`config.mk`:
```
export PLATFORM = sky130hd
export DESIGN_NAME = des_host_driver
export DESIGN_NICKNAME = d
export VERILOG_FILES = /design/src/rtl/des_host_driver.sv
export SDC_FILE = /design/constraint.sdc
export NUM_CORES = 1
export LEC_CHECK = 0
export BUFFER_PORTS_ARGS = -buffer_cell sky130_fd_sc_hd__buf_4
export CAP_MARGIN = 10
export CORE_MARGIN = 5
export CORE_UTILIZATION = 55
export DETAILED_ROUTE_END_ITERATION = 10
export MAX_ROUTING_LAYER = met4
export PLACE_DENSITY = 0.84
export SLEW_MARGIN = 10
export SYNTH_ARGS = -nofsm -noshare
export SYNTH_HDL_FRONTEND = slang
export SYNTH_SLANG_ARGS = --single-unit
```
`constraint.sdc`:
```
create_clock -name clk -period 6.5 [get_ports clk]
set_clock_uncertainty 0.2 [all_clocks]
set_input_delay 0.325 -clock clk [delete_from_list [all_inputs] [get_ports clk]]
set_output_delay 0.325 -clock clk [all_outputs]
set_load 0.05 [all_outputs]
```
`src/rtl/des_host_driver.sv`:
```
// rtl/des_host_driver.sv - sequences one DES operation over the wrapper's 32-bit host bus.
// Optional ready timeout built when DES_DRV_TIMEOUT_EN is defined.
module des_host_driver #(
    parameter int TIMEOUT_CYCLES = 16
) (
    input  logic        clk,
    input  logic        rst,
    input  logic        req_valid,
    output logic        req_ready,
    input  logic [63:0] req_key,
    input  logic [63:0] req_data,
    output logic        rsp_valid,
    input  logic        rsp_ready,
    output logic [63:0] rsp_data,
    output logic [31:0] data_bus,
    output logic [1:0]  selector,
    output logic        load,
    output logic        start,
    output logic        result_sel,
    input  logic [31:0] result_out,
    input  logic        ready,
    output logic        timeout_err
);

    typedef enum logic [2:0] {
        IDLE, LOAD, START, WAIT_CLR, WAIT_DONE, READ_HI, READ_LO, RESP
    } state_t;

    state_t      state_q, state_d;
    logic [1:0]  cnt_q, cnt_d;
    logic [63:0] key_q, key_d;
    logic [63:0] data_q, data_d;
    logic [63:0] rsp_data_q, rsp_data_d;
    logic        req_ready_q, req_ready_d;
    logic        rsp_valid_q, rsp_valid_d;
    logic [31:0] data_bus_q, data_bus_d;
    logic [1:0]  selector_q, selector_d;
    logic        load_q, load_d;
    logic        start_q, start_d;
    logic        result_sel_q, result_sel_d;

`ifdef DES_DRV_TIMEOUT_EN
    localparam int TW = $clog2(TIMEOUT_CYCLES + 1);
    logic [TW-1:0] tmo_q, tmo_d;
    logic          timeout_err_q, timeout_err_d;
`endif

    always_comb begin
        state_d      = state_q;
        cnt_d        = cnt_q;
        key_d        = key_q;
        data_d       = data_q;
        rsp_data_d   = rsp_data_q;
`ifdef DES_DRV_TIMEOUT_EN
        tmo_d         = tmo_q;
        timeout_err_d = 1'b0;
`endif
        case (state_q)
            IDLE: begin
                if (req_valid && req_ready_q) begin
                    state_d = LOAD;
                    cnt_d   = 2'd0;
                    key_d   = req_key;
                    data_d  = req_data;
                end
            end
            LOAD: begin
                cnt_d = cnt_q + 2'd1;
                if (cnt_q == 2'd3) state_d = START;
            end
            START:     state_d = WAIT_CLR;
            // ready may still be high from the previous op; wait for the wrapper to drop it
            WAIT_CLR:  if (!ready) state_d = WAIT_DONE;
            WAIT_DONE: if (ready) state_d = READ_HI;
            READ_HI: begin
                rsp_data_d[63:32] = result_out;
                state_d           = READ_LO;
            end
            READ_LO: begin
                rsp_data_d[31:0] = result_out;
                state_d          = RESP;
            end
            RESP:      if (rsp_ready) state_d = IDLE;
            default:   state_d = IDLE;
        endcase

`ifdef DES_DRV_TIMEOUT_EN
        if (state_q == START) begin
            tmo_d = '0;
        end else if (state_q == WAIT_CLR || state_q == WAIT_DONE) begin
            tmo_d = tmo_q + 1'b1;
            if (tmo_q == TW'(TIMEOUT_CYCLES - 1) && !(state_q == WAIT_DONE && ready)) begin
                state_d       = IDLE;
                timeout_err_d = 1'b1;
            end
        end
`endif

        // Outputs are registered, so they are decoded from the state being entered.
        req_ready_d  = (state_d == IDLE);
        rsp_valid_d  = (state_d == RESP);
        load_d       = (state_d == LOAD);
        start_d      = (state_d == START);
        result_sel_d = (state_d == READ_LO);
        selector_d   = 2'd0;
        data_bus_d   = 32'd0;
        if (state_d == LOAD) begin
            selector_d = cnt_d;
            case (cnt_d)
                2'd0:    data_bus_d = key_d[31:0];
                2'd1:    data_bus_d = key_d[63:32];
                2'd2:    data_bus_d = data_d[31:0];
                default: data_bus_d = data_d[63:32];
            endcase
        end
    end

    always_ff @(posedge clk) begin
        if (rst) begin
            state_q      <= IDLE;
            cnt_q        <= 2'd0;
            key_q        <= 64'd0;
            data_q       <= 64'd0;
            rsp_data_q   <= 64'd0;
            req_ready_q  <= 1'b1;
            rsp_valid_q  <= 1'b0;
            data_bus_q   <= 32'd0;
            selector_q   <= 2'd0;
            load_q       <= 1'b0;
            start_q      <= 1'b0;
            result_sel_q <= 1'b0;
        end else begin
            state_q      <= state_d;
            cnt_q        <= cnt_d;
            key_q        <= key_d;
            data_q       <= data_d;
            rsp_data_q   <= rsp_data_d;
            req_ready_q  <= req_ready_d;
            rsp_valid_q  <= rsp_valid_d;
            data_bus_q   <= data_bus_d;
            selector_q   <= selector_d;
            load_q       <= load_d;
            start_q      <= start_d;
            result_sel_q <= result_sel_d;
        end
    end

`ifdef DES_DRV_TIMEOUT_EN
    always_ff @(posedge clk) begin
        if (rst) begin
            tmo_q         <= '0;
            timeout_err_q <= 1'b0;
        end else begin
            tmo_q         <= tmo_d;
            timeout_err_q <= timeout_err_d;
        end
    end

    assign timeout_err = timeout_err_q;
`else
    // Waits are unbounded in this build; the pulse can never fire.
    assign timeout_err = (TIMEOUT_CYCLES < 0);
`endif

    assign req_ready  = req_ready_q;
    assign rsp_valid  = rsp_valid_q;
    assign rsp_data   = rsp_data_q;
    assign data_bus   = data_bus_q;
    assign selector   = selector_q;
    assign load       = load_q;
    assign start      = start_q;
    assign result_sel = result_sel_q;

endmodule

```
### Word-level counts from Yosys, hierarchy flattened

Cells that the tools add are included.
W data, S select, Z words.

| storage, ports and cells | value |
|---|---|
| bits in registers | 236 |
| logic and storage cells | 47 |

| cells by class | value |
|---|---|
| bitwise logic cells | 1 |
| reductions and logical operators | 5 |
| add/subtract/negate cells | 1 |
| mux-type cells | 13 |
| eq/ne operators | 14 |

Operators by type and width:

| kind | count |
|---|---|
| $mux W64 | 4 |
| $pmux W32 S3 | 1 |
| $pmux W3 S8 | 1 |
| $eq A3 B3 Y1 const B | 6 |
| $mux W3 | 5 |
| $eq A3 B2 Y1 const B | 3 |
| $eq A3 B1 Y1 const B | 2 |
| $logic_not A3 Y1 | 2 |
| $eq A2 B2 Y1 const B | 2 |
| $pmux W2 S2 | 1 |
| $add A2 B1 Y2 const B | 1 |
| $eq A2 B1 Y1 const B | 1 |
| $logic_not A2 Y1 | 1 |
| $mux W2 | 1 |
| $reduce_or A2 Y1 | 1 |
| $logic_and A1 B1 Y1 | 1 |
| $not A1 Y1 | 1 |

### Logic depth before layout (Yosys ltp)

| depth | value |
|---|---|
| depth after elaboration | 6 |
| gate-level depth with buffers | 10 |

### Least setup slack after synthesis

No wires, ideal clock.

| path | value |
|---|---|
| path kind | register to register |
| start point | register req_ready_q, in the netlist req_ready |
| end point | register data_bus_q[12], in the netlist data_bus[12] |
| data required time | 6.172 ns |
| arrival time | 1.976 ns |
| setup time | 0.128 ns |
| stages on the path, launching flop included | 7 |
| buffers on the path | 1 |
| slack | 4.196 ns |
| cell sequence | dfxtp_1 > nand4bb_4 > nor2_4 > buf_2 > mux2_2 > a221oi_2 > a211oi_2 |

| between the ends | value |
|---|---|
| word-level cells in the longest chain between the ends | 6 |
| elaborated cells between the ends (all ways) | 16 |
| those cells by class | 3 x eq/ne; 9 x mux; 1 x bitwise; 3 x reduce/logical |

Ends and longest elaborated chain:

| what | RTL line | text |
|---|---|---|
| from (decl) | 34 | `logic req_ready_q, req_ready_d;` |
| from (signal assigned) | 138 | `req_ready_q <= req_ready_d;` |
| $logic_and A1 B1 Y1 * | 60 | `if (req_valid && req_ready_q) begin` |
| $mux W3 | 60 |  |
| $pmux W3 S8 | 58 | `case (state_q)` |
| $eq A3 B1 Y1 | 107 | `if (state_d == LOAD) begin` |
| $not A1 Y1 (no line) | - |  |
| $reduce_or A2 Y1 (no line) | - |  |
| to (signal assigned) | 140 | `data_bus_q <= data_bus_d;` |
| to (decl) | 36 | `logic [31:0] data_bus_q, data_bus_d;` |

Mark *: on every way between the ends. The rest lies on a longest branch, timed or not.
A chain may end at the register's enable or synchronous reset.

### Final worst setup path

| path | value |
|---|---|
| start point | register state_q[0] |
| end point | register data_bus_q[21], in the netlist data_bus[21] |

| between the ends | value |
|---|---|
| word-level cells in the longest chain between the ends | 5 |
| elaborated cells between the ends (all ways) | 24 |
| those cells by class | 10 x eq/ne; 10 x mux; 1 x bitwise; 3 x reduce/logical |

Ends and longest elaborated chain:

| what | RTL line | text |
|---|---|---|
| from (decl) | 29 | `state_t state_q, state_d;` |
| from (signal assigned) | 133 | `state_q <= state_d;` |
| $eq A3 B3 Y1 (tied with other cells) | 58 |  |
| $pmux W3 S8 | 58 |  |
| $eq A3 B1 Y1 | 107 |  |
| $not A1 Y1 (no line) | - |  |
| $reduce_or A2 Y1 (no line) | - |  |

Several ways; a longest one is shown, not always the timed one.

==> results.yml <==
status:
  status: "finished, final reports clean"
layout:
  drive_gt1_frac: 0.2822
  final_cell_mix: "276 x buf_4, 236 x dfxtp_1, 140 x nand2_1"
  final_common_cell: "buf_4"
  syn_to_final_growth_pct: 44.75
  nets: 1464
critical_path:
  critPathRequiredTime_ps: 6690
  arrival_ps: 3870
  reg2reg_depth: 6
  end_kind: "flip-flop"
  path_max_fanout: 26
  timing.rr.start: "state_q[0]"
  startpoint_type: "flip-flop"
  reg2reg_slack_ps: 2820
  criticalPathCategory: "flip-flop to flip-flop"
  rr_endpoint: "data_bus[21]"
routing:
  avgViaCountPerCell: 5.631
  first_pass_iters: 6
  post-route-drc-count: 0
  wire_per_inst_um: 20.22
  num_vias: 8632
  drt_iter0_markers: 624
  wl_um: 31000
  detail-route-antenna-nets: 0
floorplan:
  die_area_um2: 19200
  core_area_um2: 16410
  die_w_um: 138.6
  pin_count: 269
  fp.dieH_um: 138.6
  start_util: 0.5540
  row_count: 47
clock_network:
  clk_latency_ps: 490
  clk_pin_slew_ps: 70
  clock_path_buffers: 3
  htreeDepth: 1
  cts_tree: "done"
  hold_buffers: 139
  postCtsSetupBuffers: 0
  numClockSinks: 236
  cts_resized: 0
  cts_buffers: 23
  root_buffer: "clkbuf_16"
placed_design:
  dp_slack_ps: 2859
  gp_congestion: 0.8634
  portBuffers: 267
  dp_hpwl_um: 17170
worst_hold_path:
  holdPathStages: 3
  hp-class: "input port to flip-flop"
  min-delay-start: "req_key[28]"
  min_to: "key_q[28]"
yosys:
  ys_warn_count: 0
  synth-adder-area-share: 0.001376
  muxShareOfSynthArea: 0.1302
  ys_ff_latch: 236
  synth_compound_area_frac: 0.1477
  synthXorXnorAreaFrac: 0
  synth-simple-area-share: 0.1510
  synth_nets: 1102
  synth_top_family_by_area: "simple AND/OR/NAND/NOR gates"
  synth.avg_cell_area_um2: 9.712
  synth.distinct_cells: 44
  ys_seq_area_frac: 0.5198
  synthCells: 936
  syn-cell-area_um2: 9090
timing:
  fin_tns_setup_ps: 0
  finalHoldViolations: 0
  final.setup.worst_slack_ps: 2818
  max_freq_mhz: 271.6
  worstMarginPinSlew_ps: 1196
  fin_crit_ps: 3682
  rsz0062_at_grt: "false"
  post-route-period-util: 0.5664
  relSlewSlack: 0.2002
  setup_viol: 0
  slew_violations: 0
pwr:
  switching_share: 0.2661
  peakVddDrop_mv: 0.2506
  leakagePower_uw: 0.005604
  switchingPower_uw: 939.7
  powerDensity_nw_per_um2: 268.4
  seqPwrFrac: 0.443
  pwr-share-comb: 0.185
  internal_power_uw: 2592
  pwr-share-clk: 0.372
grt:
  grt_max_degree: 104
  grt_pass1_vias: 8985
  grt_pass1_wl_um: 48690
  grtUsageTotal: 0.3205
  grt_antenna_before_repair: 1
  grt.overflow.total: 0
job:
  maxCapViolCount: 0
[cell type report]
| class | instances | area [um2] |
|---|---|---|
| Sequential cell | 236 | 4725 |
| Multi-Input combinational cell | 617 | 3940 |
| Timing Repair Buffer | 416 | 3475 |
| Fill cell | 903 | 3249 |
| Clock buffer | 31 | 605.6 |
| Tap cell | 220 | 275.3 |
| Clock inverter | 7 | 112.6 |
| Inverter | 4 | 20.02 |
| Antenna cell | 2 | 5.005 |
[power groups by stage]
stage                     sequential [uW]  combinational, uW  clock, uW
after global routing                 1570                692       1390
after CTS                            1560                631       1320
final                                1560                655       1310
after detailed placement             1590                556          0
after floorplan                      1640                333          0
after global placement               1590                547          0
[worst max-delay path, stage by stage (launching register included)]
cell       delay [ps]
dfxtp_1           840
inv_1             460
o2bb2ai_1         260
a211oi_2          360
or3_1             820
clkinv_4          360
and3_1            270
[state kept, by name, summed over array words and instances, names as in the netlist]
register	count
result_sel	1
load	1
start	1
rsp_valid	1
data_q	64
req_ready	1
cnt_q	2
data_bus	32
key_q	64
selector	2
rsp_data	64
state_q	3
[kinds of logic after synthesis]
| kind of cell | after synthesis |
|---|---|
| buffers and inverters | 83 |
| multiplexers | 115 |
| adder cells (fa/ha/maj) | 1 |
| flip-flops | 236 |
| AND/OR/NAND/NOR | 310 |
| other | 1 |
| AO/OA/AOI/OAI | 190 |
[cell usage after synthesis]
| cell | n | share of area |
|---|---|---|
| nand3_1 | 17 | 0.0094 |
| or3b_1 | 1 | 0.00096 |
| o2bb2ai_1 | 1 | 0.00096 |
| nor2b_1 | 28 | 0.019 |
| nor4bb_2 | 1 | 0.0018 |
| a21oi_1 | 87 | 0.048 |
| nand4bb_4 | 1 | 0.0030 |
| conb_1 | 1 | 0.00041 |
| mux2_2 | 26 | 0.032 |
| dfxtp_1 | 236 | 0.52 |
| and3_1 | 14 | 0.0096 |
| buf_4 | 17 | 0.014 |
| o21a_1 | 2 | 0.0017 |
| or3_1 | 1 | 0.00069 |
| clkinv_4 | 1 | 0.00096 |
| o22ai_1 | 8 | 0.0055 |
| inv_1 | 3 | 0.0012 |
| nand3b_1 | 1 | 0.00083 |
| nor4b_2 | 1 | 0.0017 |
| and4bb_2 | 1 | 0.0014 |
| and2_1 | 2 | 0.0014 |
| o211a_1 | 8 | 0.0088 |
| a21oi_2 | 2 | 0.0019 |
| nor2_4 | 1 | 0.0012 |
| buf_2 | 11 | 0.0061 |
| clkbuf_1 | 44 | 0.018 |
| a31oi_1 | 13 | 0.0089 |
| nand2_1 | 140 | 0.058 |
| a221oi_1 | 1 | 0.00096 |
| nand2b_1 | 1 | 0.00069 |
| buf_8 | 1 | 0.0017 |
| a41oi_1 | 1 | 0.00096 |
| mux2i_1 | 89 | 0.098 |
| buf_6 | 6 | 0.0074 |
| nor2_1 | 100 | 0.041 |
| o31ai_1 | 1 | 0.00083 |
| a211oi_1 | 2 | 0.0017 |
| o21ai_0 | 13 | 0.0072 |
| a221oi_2 | 12 | 0.020 |
| a22oi_1 | 22 | 0.018 |
| o31a_1 | 1 | 0.00096 |
| ha_1 | 1 | 0.0014 |
| a211oi_2 | 15 | 0.021 |
| o21bai_1 | 1 | 0.00083 |
[through the flow]
stage	total power (uW)	utilization	hold WS, ps	instance area, um2	cells
3_3_place_gp	2135	0.6731	241.9	11040	1354
5_1_grt	3647	0.8018	12.68	13160	1532
4_1_cts	3507	0.8016	2.865	13150	1531
3_5_place_dp	2146	0.6731	246.8	11040	1354
2_1_floorplan	1976	-	255.3	9090	936
6_report	3532	0.8020	11.00	13160	1533
[routing by layer]
layer	global-route usage	vias to the layer above	wire length, um
li1	-	3931	-
met4	0.1555	0	1657
met1	0.3518	4084	11190
met5	-	-	0
met3	0.07414	127	2524
met2	0.5488	490	15630
[how the worst max path moves through the flow]
stage | startpoint | endpoint | slack [ps] | depth (start not counted)
after floorplan | req_ready | data_bus[12] | 4200 | 6
after global placement | state_q[0] | data_bus[20] | 3020 | 6
after detailed placement | state_q[0] | data_bus[13] | 2860 | 6
after CTS | state_q[0] | data_bus[13] | 2880 | 6
after global routing | state_q[0] | data_bus[5] | 2530 | 6
final | state_q[0] | data_bus[21] | 2820 | 6
(Power assumes the default switching activity.)
